[config.mk]
export PLATFORM = sky130hd
export DESIGN_NAME = fpu_op_sequencer
export DESIGN_NICKNAME = d
export VERILOG_FILES = /design/src/rtl/fpu_op_sequencer.sv
export SDC_FILE = /design/constraint.sdc
export NUM_CORES = 1
export LEC_CHECK = 0
export CORE_MARGIN = 1
export CORE_UTILIZATION = 46
export CTS_CLUSTER_DIAMETER = 50
export CTS_CLUSTER_SIZE = 24
export DETAILED_ROUTE_END_ITERATION = 8
export GPL_TIMING_DRIVEN = 1
export PLACE_DENSITY = 0.83
export SLEW_MARGIN = 20
export SYNTH_ARGS = -nofsm -noshare
export SYNTH_HDL_FRONTEND = slang
export SYNTH_SLANG_ARGS = --single-unit
[constraint.sdc]
create_clock -name clk -period 2.24 [get_ports clk]
set_input_delay 0.224 -clock clk [delete_from_list [all_inputs] [get_ports clk]]
set_output_delay 0.224 -clock clk [all_outputs]
set_load 0.1 [all_outputs]
[src/rtl/fpu_op_sequencer.sv]
// fpu_op_sequencer: valid/ready front end for a fixed-latency, non-stallable FPU.
// Requests are registered onto the FPU inputs. A shadow pipeline carries
// tag/err alongside each operation until its result is captured into an
// in-order first-word-fall-through response FIFO. Admission is credit based:
// in-flight plus buffered operations never exceed DEPTH, so the FIFO cannot
// overflow while the consumer stalls.
module fpu_op_sequencer #(
    parameter int LATENCY = 4,
    parameter int TAG_W   = 4,
    parameter int DEPTH   = 4
) (
    input  logic             clk,
    input  logic             rst_n,
    input  logic             req_valid,
    output logic             req_ready,
    input  logic [31:0]      req_a,
    input  logic [31:0]      req_b,
    input  logic [1:0]       req_op,
    input  logic [TAG_W-1:0] req_tag,
    output logic [31:0]      fpu_a,
    output logic [31:0]      fpu_b,
    output logic [1:0]       fpu_opcode,
    input  logic [31:0]      fpu_o,
    output logic             rsp_valid,
    input  logic             rsp_ready,
    output logic [31:0]      rsp_data,
    output logic [TAG_W-1:0] rsp_tag,
    output logic             rsp_err,
    output logic             busy
);

    localparam int               PTR_W    = (DEPTH > 1) ? $clog2(DEPTH) : 1;
    localparam int               CNT_W    = $clog2(DEPTH + 1);
    localparam logic [CNT_W-1:0] DEPTH_C  = CNT_W'(DEPTH);
    localparam logic [PTR_W-1:0] LAST_PTR = PTR_W'(DEPTH - 1);
    localparam logic [31:0]      QNAN     = 32'h7FC0_0000;

    // Reserved opcodes return a quiet NaN instead of whatever the FPU produced.
    function automatic logic [31:0] result_sel(input logic err, input logic [31:0] o);
        return err ? QNAN : o;
    endfunction

    // FIFO pointers wrap modulo DEPTH (DEPTH need not be a power of two).
    function automatic logic [PTR_W-1:0] ptr_inc(input logic [PTR_W-1:0] p);
        return (p == LAST_PTR) ? '0 : p + PTR_W'(1);
    endfunction

    logic [31:0]      fpu_a_q, fpu_a_d;
    logic [31:0]      fpu_b_q, fpu_b_d;
    logic [1:0]       fpu_op_q, fpu_op_d;

    logic [LATENCY-1:0] shd_vld_q, shd_vld_d;
    logic [LATENCY-1:0] shd_err_q, shd_err_d;
    logic [TAG_W-1:0]   shd_tag_q [LATENCY];
    logic [TAG_W-1:0]   shd_tag_d [LATENCY];

    logic [31:0]      mem_data_q [DEPTH];
    logic [31:0]      mem_data_d [DEPTH];
    logic [TAG_W-1:0] mem_tag_q  [DEPTH];
    logic [TAG_W-1:0] mem_tag_d  [DEPTH];
    logic [DEPTH-1:0] mem_err_q, mem_err_d;
    logic [PTR_W-1:0] wr_ptr_q, wr_ptr_d;
    logic [PTR_W-1:0] rd_ptr_q, rd_ptr_d;
    logic [CNT_W-1:0] count_q, count_d;
    logic [CNT_W-1:0] outst_q, outst_d;

    logic accept;
    logic pop;
    logic push;

    // Handshakes: ready depends only on registered credit state and rst_n.
    always_comb begin
        req_ready = rst_n && (outst_q < DEPTH_C);
        rsp_valid = (count_q != '0);
        accept    = req_valid && req_ready;
        pop       = rsp_valid && rsp_ready;
        push      = shd_vld_q[LATENCY-1];
    end

    assign fpu_a      = fpu_a_q;
    assign fpu_b      = fpu_b_q;
    assign fpu_opcode = fpu_op_q;
    assign rsp_data   = mem_data_q[rd_ptr_q];
    assign rsp_tag    = mem_tag_q[rd_ptr_q];
    assign rsp_err    = mem_err_q[rd_ptr_q];
    assign busy       = (outst_q != '0);

    // Operand registers hold their last value unless a request is accepted.
    always_comb begin
        fpu_a_d  = fpu_a_q;
        fpu_b_d  = fpu_b_q;
        fpu_op_d = fpu_op_q;
        if (accept) begin
            fpu_a_d  = req_a;
            fpu_b_d  = req_b;
            fpu_op_d = req_op;
        end
    end

    // Shadow pipeline shifts unconditionally, mirroring the non-stallable FPU.
    always_comb begin
        shd_vld_d    = '0;
        shd_err_d    = '0;
        shd_vld_d[0] = accept;
        shd_err_d[0] = req_op[1] ^ req_op[0];
        shd_tag_d[0] = req_tag;
        for (int i = 1; i < LATENCY; i++) begin
            shd_vld_d[i] = shd_vld_q[i-1];
            shd_err_d[i] = shd_err_q[i-1];
            shd_tag_d[i] = shd_tag_q[i-1];
        end
    end

    // Response FIFO: capture from the last shadow stage, pop at the head.
    always_comb begin
        mem_data_d = mem_data_q;
        mem_tag_d  = mem_tag_q;
        mem_err_d  = mem_err_q;
        wr_ptr_d   = wr_ptr_q;
        rd_ptr_d   = rd_ptr_q;
        if (push) begin
            mem_data_d[wr_ptr_q] = result_sel(shd_err_q[LATENCY-1], fpu_o);
            mem_tag_d[wr_ptr_q]  = shd_tag_q[LATENCY-1];
            mem_err_d[wr_ptr_q]  = shd_err_q[LATENCY-1];
            wr_ptr_d             = ptr_inc(wr_ptr_q);
        end
        if (pop) begin
            rd_ptr_d = ptr_inc(rd_ptr_q);
        end
        case ({push, pop})
            2'b10:   count_d = count_q + CNT_W'(1);
            2'b01:   count_d = count_q - CNT_W'(1);
            default: count_d = count_q;
        endcase
    end

    // Outstanding credit counter: in-flight plus buffered operations.
    always_comb begin
        case ({accept, pop})
            2'b10:   outst_d = outst_q + CNT_W'(1);
            2'b01:   outst_d = outst_q - CNT_W'(1);
            default: outst_d = outst_q;
        endcase
    end

    // Control and visible-output state, cleared by synchronous reset.
    always_ff @(posedge clk) begin
        if (!rst_n) begin
            fpu_a_q   <= '0;
            fpu_b_q   <= '0;
            fpu_op_q  <= '0;
            shd_vld_q <= '0;
            mem_err_q <= '0;
            wr_ptr_q  <= '0;
            rd_ptr_q  <= '0;
            count_q   <= '0;
            outst_q   <= '0;
            for (int i = 0; i < DEPTH; i++) begin
                mem_data_q[i] <= '0;
                mem_tag_q[i]  <= '0;
            end
        end else begin
            fpu_a_q    <= fpu_a_d;
            fpu_b_q    <= fpu_b_d;
            fpu_op_q   <= fpu_op_d;
            shd_vld_q  <= shd_vld_d;
            mem_data_q <= mem_data_d;
            mem_tag_q  <= mem_tag_d;
            mem_err_q  <= mem_err_d;
            wr_ptr_q   <= wr_ptr_d;
            rd_ptr_q   <= rd_ptr_d;
            count_q    <= count_d;
            outst_q    <= outst_d;
        end
    end

    // Shadow tag/err are only meaningful under their valid bit, so no reset.
    always_ff @(posedge clk) begin
        shd_err_q <= shd_err_d;
        shd_tag_q <= shd_tag_d;
    end

    fifo_no_overflow: assert property (@(posedge clk) disable iff (!rst_n)
        !(push && !pop && (count_q == DEPTH_C)));

endmodule

==> results by group, run 1 <==
Status
  • Status: completed

Critical path
  • Setup slack of the worst register-to-register path: 0.23 ns
  • Depth of the worst register-to-register path: 8
  • Worst path arrival time: 1.92 ns
  • CP Capture Type: output pin
  • Type of the setup path with the least slack: reg -> out
  • Startpoint Class: flip-flop
  • Required time worst endpoint: 2.02 ns
  • Largest driver fanout on the critical path: 12
  • Endpoint of the most critical register-to-register path: outst_q[2]
  • Worst r2r src: outst_q[2]

Yosys
  • Largest family of logic cells by synthesized area: simple AND/OR/NAND/NOR gates
  • Area share of xor/xnor cells in the synthesized design: 0.4408%
  • Post-Synth Adder-Cell Area: 1.285%
  • Proportion of synthesized area in mux cells: 8.489%
  • Dominant cell type by area after synthesis: dfxtp_1
  • Register area share after synthesis: 49.97%
  • Synth cell types: 29
  • Number of instances in the synthesized netlist: 1071
  • Top post-synthesis cells by area: dfxtp_1 50%, nand2_1 15%, mux4_2 8.4%
  • Top-area cell type share of the netlist area: 49.97%
  • Post-Synth Simple-Gate Area: 18.44%
  • Syn Nets: 1186
  • Mapped cell area: 9935 um2
  • Number of warnings reported in the yosys synthesis log: 0
  • Flip-flop and latch count after synthesis: 248
  • Syn_area_per_cell: 9.276 um2
  • Fraction of the mapped netlist area in compound gates: 15.99%

Hold path
  • WHS Endpoint: shd_tag_d[8]
  • Class of the worst hold path: in -> reg
  • Worst min-delay path startpoint: req_tag[0]
  • Hold depth: 1

Pwr
  • Share of power burned in combinational logic: 16.4%
  • Int Power: 7.293 mW
  • Proportion of power drawn by the clock network: 40.1%
  • Switching power: 3.341 mW
  • Net switching fraction of the power: 31.42%
  • Max rail drop VDD: 675.0 uV
  • Pwr dens: 807.3 nW/um2
  • Leakage power summed over all cells: 5.196 nW
  • Sequential group share of total power: 43.6%

GRT
  • Pin count of the biggest net entering global routing: 231
  • Overall track demand over capacity in global routing: 21.53%
  • First-pass GRT wire length: 38.75 mm
  • Antenna violations before repair: 0
  • Number of global-route vias before repair: 8021
  • Overflow left after global routing: 0

Clocking
  • Clk root buf: clkbuf_16
  • Max Root-Sink Buffers: 3
  • Number of hold-repair buffers added at the cts stage: 0
  • Clock transition at the registers of the reported paths: 0.08 ns
  • Clock tree from TritonCTS: built
  • TritonCTS buffer count: 25
  • Source-to-sink clock delay at the later pin of the worst-skew pair: 0.55 ns
  • Clock H-tree levels: 1
  • Number of sinks handled by clock tree synthesis: 248

Floorplan
  • Area of the die: 22190 um2
  • Placement row count: 53
  • Chip height: 149.0 um
  • Top-level port count: 212
  • Width of the chip: 149.0 um
  • Placeable core region: 21090 um2
  • Initial cell density of the core: 47.11%

Timing
  • Final Hold Fails: 0
  • Max Freq: 0.4656 GHz
  • Final critical-path required period: 2.148 ns
  • Count of final setup violators: 0
  • Actual slew at the worst max-slew pin: 1.029 ns
  • Max-slew headroom at the worst pin: 31.40%
  • Final-report max-slew violation count: 0
  • Final cycle utilization of the critical path: 95.87%
  • Unrepaired setup endpoints after global routing: false
  • Setup TNS after final layout: 0 ns
  • Worst-case clock skew: 0.02322 ns

Drt
  • Initial DRC Count: 350
  • Vias per Instance: 5.153
  • Remaining design rule violation count: 0
  • DR pass1 iterations: 5
  • Average routed wire per standard cell: 15.51 um
  • Remaining number of nets flagged by the antenna check after routing: 0
  • DRT Wirelength: 23.80 mm
  • Vias: 7904

Final layout
  • Layout overhead on the synthesized area: 32.59%
  • Final std cell area, no fill: 13170 um2
  • Number of nets in the layout: 1356
  • Antenna diode instance count: 0
  • Most common cell after layout, fill and taps aside: nand2_1
  • Most frequent cells in the layout: 396 x nand2_1, 246 x dfxtp_1, 104 x clkdlybuf4s50_1
  • Share of cells above drive strength 1: 16.84%

Job
  • Max-Cap Viols: 0

Placed design
  • Quantity of I/O buffers inserted on ports: 211
  • Half-perimeter wire length of the detailed placement result: 14.49 mm
  • Placer's final routability congestion estimate: 0.7443
  • Placed standard-cell area: 12310 um2
layer usage:
layer  share of wire (%)  global-route usage (%)
met1                  40                   25.19
met5                   0                       0
met3                 8.7                   6.055
met4                 1.7                   6.224
met2                  49                   38.12
critical path: stages (launching register included):
cell and delay [ns]:
dfxtp_4 0.41, buf_12 0.18, mux4_2 0.58, buf_12 0.20
worst max path at each step:
stage,from,to,slack (ns),cells after the start
after global routing,rd_ptr_q[0],rsp_err,0.04,3
after global placement,rsp_ready,outst_q[2],-0.008,9
final,rd_ptr_q[0],rsp_err,0.09,3
after floorplan,outst_q[2],outst_q[2],0.05,11
after CTS,rd_ptr_q[0],rsp_tag[2],0.08,3
after detailed placement,rsp_ready,outst_q[2],-0.11,9
power by group through the flow:
| stage | Sequential, mW | Combinational, mW | Clock, mW |
|---|---|---|---|
| 6_report | 4.63 | 1.74 | 4.26 |
| 5_1_grt | 4.65 | 1.83 | 4.51 |
| 4_1_cts | 4.63 | 1.75 | 4.35 |
| 3_5_place_dp | 4.73 | 1.74 | 0 |
| 3_3_place_gp | 4.73 | 1.73 | 0 |
| 2_1_floorplan | 5.45 | 0.501 | 0 |
area by class of cell:
type,instances,area (um2)
Fill cell,1675,7915
Multi-Input combinational cell,731,4444
Clock buffer,27,643.1
Tap cell,275,344.1
Inverter,11,41.29
Clock inverter,18,209.0
Sequential cell,248,4970
Timing Repair Buffer,224,2521
logic make-up (layout without fill, tap and decap cells):
family,count (synthesis),after routing
compound gates,224,224
xor+xnor,5,5
fa+ha+maj,9,9
buf+inv,92,280
flops,248,248
mux,38,38
simple gates,455,455
cell usage after synthesis:
library cell and n:
a21boi_0 75, o21ai_0 67, a21oi_1 1, xor2_1 3, xnor2_1 2, nor2_1 10, inv_1 11, nor3b_1 1
dfxtp_1 248, o21ai_1 5, nand2_1 396, fa_1 2, nor2b_1 26, or3_1 4, mux4_2 37, o31ai_1 1
a21boi_1 39, and3b_1 1, mux2i_1 1, and2_1 11, buf_2 31, buf_4 12, o211a_1 36, nand2_2 4
clkbuf_1 23, ha_1 7, buf_6 14, nand3_1 2, buf_1 1
metrics by stage:
step                      hold slack, ns  worst slack [ns]  utilization [%]  instances  total power [mW]
after floorplan                   0.2517           0.04914                -       1071             5.955
after detailed placement          0.3121           -0.1089            58.38       1488             6.475
final                             0.1314           0.09246            62.47       1534             10.63
after global placement            0.3105         -0.007986            58.38       1488             6.462
after global routing              0.1191           0.04274            62.47       1534             10.99
after CTS                         0.1096           0.07767            62.47       1534             10.73
sequential cells by signal, summed over array words and instances, names as in the netlist, 12 cells and up:
name and cells:
mem_tag_q 16, fpu_b 32, mem_data_q 128, shd_tag_d 12, fpu_a 32
repair_timing:
action | CTS | global route
resized for setup | 1 | 0
setup buffers | 1 | 0
setup endpoints to repair | 34 | 0
No activity file was read; power rests on OpenSTA's default activity.
==> run 2: changes to the inputs <==
--- a/config.mk
+++ b/config.mk
@@ -11,6 +11,7 @@
 export CTS_CLUSTER_SIZE = 24
 export DETAILED_ROUTE_END_ITERATION = 8
 export GPL_TIMING_DRIVEN = 1
+export MAX_ROUTING_LAYER = met4
 export PLACE_DENSITY = 0.83
 export SLEW_MARGIN = 20
 export SYNTH_ARGS = -nofsm -noshare
==> run 2 against run 1 <==
  * Count of clock-buffer cells in the layout unchanged
  * Fmax about the same
  * Combinational power hardly changed
  * Flip-flop and latch count unchanged
  * Sequential power hardly changed
  * Non-clock buffer count did not move
  * Power barely moved
  * Critical path type unchanged
==> results by group, run 2 (same netlist as run 1, synthesis figures left out) <==
Final layout
  • Core Util, Final: 62.47%
  • Non-filler instance count after layout: 1534
  • Antenna diode instance count: 0
  • Share of cells above drive strength 1: 16.84%
  • Most common cell after layout, fill and taps aside: nand2_1
  • Number of flip-flops in the largest register: 128
  • Largest Register: mem_data_q
  • Most frequent cells in the layout: 396 x nand2_1, 246 x dfxtp_1, 104 x clkdlybuf4s50_1
  • Final std cell area, no fill: 13170 um2
  • Number of filler instances in the final layout: 1675
  • Layout overhead on the synthesized area: 32.59%
  • Number of nets in the layout: 1356

Timing
  • Count of final setup violators: 0
  • Final cycle utilization of the critical path: 95.84%
  • Setup TNS after final layout: 0 ns
  • Worst-case clock skew: 0.02518 ns
  • Final-report max-slew violation count: 0
  • Actual slew at the worst max-slew pin: 1.024 ns
  • Final Hold Fails: 0
  • Max Freq: 0.4658 GHz
  • Worst setup slack after layout: 0.09324 ns
  • Max-slew headroom at the worst pin: 31.72%
  • Final critical-path required period: 2.147 ns
  • Unrepaired setup endpoints after global routing: false

Placed design
  • Placer's final routability congestion estimate: 0.7536
  • Quantity of I/O buffers inserted on ports: 211
  • Half-perimeter wire length of the detailed placement result: 14.49 mm
  • Post-placement worst setup slack: -0.1089 ns
  • Post-placement cell count: 1488
  • Placed standard-cell area: 12310 um2

Critical path
  • Endpoint of the most critical register-to-register path: outst_q[2]
  • Startpoint Class: flip-flop
  • Worst path arrival time: 1.92 ns
  • Type of the setup path with the least slack: reg -> out
  • Setup slack of the worst register-to-register path: 0.21 ns
  • Required time worst endpoint: 2.02 ns
  • Worst r2r src: outst_q[2]
  • CP Capture Type: output pin
  • Depth of the worst register-to-register path: 8
  • Largest driver fanout on the critical path: 12

Floorplan
  • Top-level port count: 212
  • Placeable core region: 21090 um2
  • Area of the die: 22190 um2
  • Initial cell density of the core: 47.11%
  • Width of the chip: 149.0 um
  • Placement row count: 53
  • Chip height: 149.0 um

Clocking
  • Source-to-sink clock delay at the later pin of the worst-skew pair: 0.55 ns
  • Max Root-Sink Buffers: 3
  • Clk root buf: clkbuf_16
  • Number of sinks handled by clock tree synthesis: 248
  • Clock H-tree levels: 1
  • Clock tree from TritonCTS: built
  • Number of hold-repair buffers added at the cts stage: 0
  • Clock transition at the registers of the reported paths: 0.08 ns
  • TritonCTS buffer count: 25

GRT
  • Overall track demand over capacity in global routing: 22.18%
  • First-pass GRT wire length: 38.66 mm
  • Antenna violations before repair: 0
  • Pin count of the biggest net entering global routing: 231
  • Overflow left after global routing: 0
  • Number of global-route vias before repair: 8033

Drt
  • Vias: 7934
  • Initial DRC Count: 356
  • Remaining number of nets flagged by the antenna check after routing: 0
  • Remaining design rule violation count: 0
  • DR pass1 iterations: 5
  • Average routed wire per standard cell: 15.52 um
  • DRT Wirelength: 23.81 mm
  • Vias per Instance: 5.172

Pwr
  • Leakage power summed over all cells: 5.196 nW
  • Pwr dens: 807.6 nW/um2
  • Max rail drop VDD: 675.6 uV

Status
  • Status: completed

Hold path
  • Hold depth: 1
  • WHS Endpoint: shd_tag_d[8]
  • Class of the worst hold path: in -> reg
  • Worst min-delay path startpoint: req_tag[0]

Job
  • Max-Cap Viols: 0
run 2: cell counts in the layout (fill, tap and decap cells not counted):
Identical to the previous run, type by type.
run 2: final cells by class:
class	count	area, um2	area share [%]
clock buffers	27	643.1	4.882
clock inverters	18	209.0	1.586
inverters	11	41.29	0.3135
multi-input cells	731	4444	33.74
flip-flops and latches	248	4970	37.73
well taps	275	344.1	2.612
repair buffers	224	2521	19.14
run 2: how the worst max path moves through the flow:
stage / slack, ns / cells after the start / endpoint / start
3_5_place_dp: -0.11 / 9 / outst_q[2] / rsp_ready
2_1_floorplan: 0.05 / 11 / outst_q[2] / outst_q[2]
5_1_grt: 0.04 / 3 / rsp_err / rd_ptr_q[0]
6_report: 0.09 / 3 / rsp_err / rd_ptr_q[0]
4_1_cts: 0.08 / 3 / rsp_tag[2] / rd_ptr_q[0]
3_3_place_gp: -0.008 / 9 / outst_q[2] / rsp_ready
run 2: layer usage:
| layer | global-route usage, % | wire, um | vias to the layer above |
|---|---|---|---|
| li1 | - | - | 3894 |
| met1 | 26.03 | 9808 | 3733 |
| met2 | 38.07 | 11800 | 272 |
| met3 | 4.801 | 1799 | 35 |
| met4 | 6.224 | 399 | 0 |
| met5 | - | 0 | - |
run 2: per-stage QoR:
step	hold WS, ns	total power, mW
finish	0.1310	10.64
global route	0.1191	10.99
CTS	0.1096	10.73
detailed placement	0.3121	6.475
global placement	0.3105	6.462
floorplan	0.2517	5.955
run 2: what timing repair did:
item                       4_1_cts  5_1_grt
gates resized for setup          1        0
setup endpoints to repair       34        0
setup buffers                    1        0
run 2: report_power, final:
group | internal, mW | switching, mW | total (mW)
clock network | 2.23 | 2.03 | 4.26
logic | 0.505 | 1.24 | 1.74
registers | 4.55 | 0.0786 | 4.63
total | 7.29 | 3.35 | 10.6
run 2: worst max-delay path: stages (launching register included):
cell and delay [ns]:
dfxtp_4 0.41, buf_12 0.18, mux4_2 0.58, buf_12 0.20
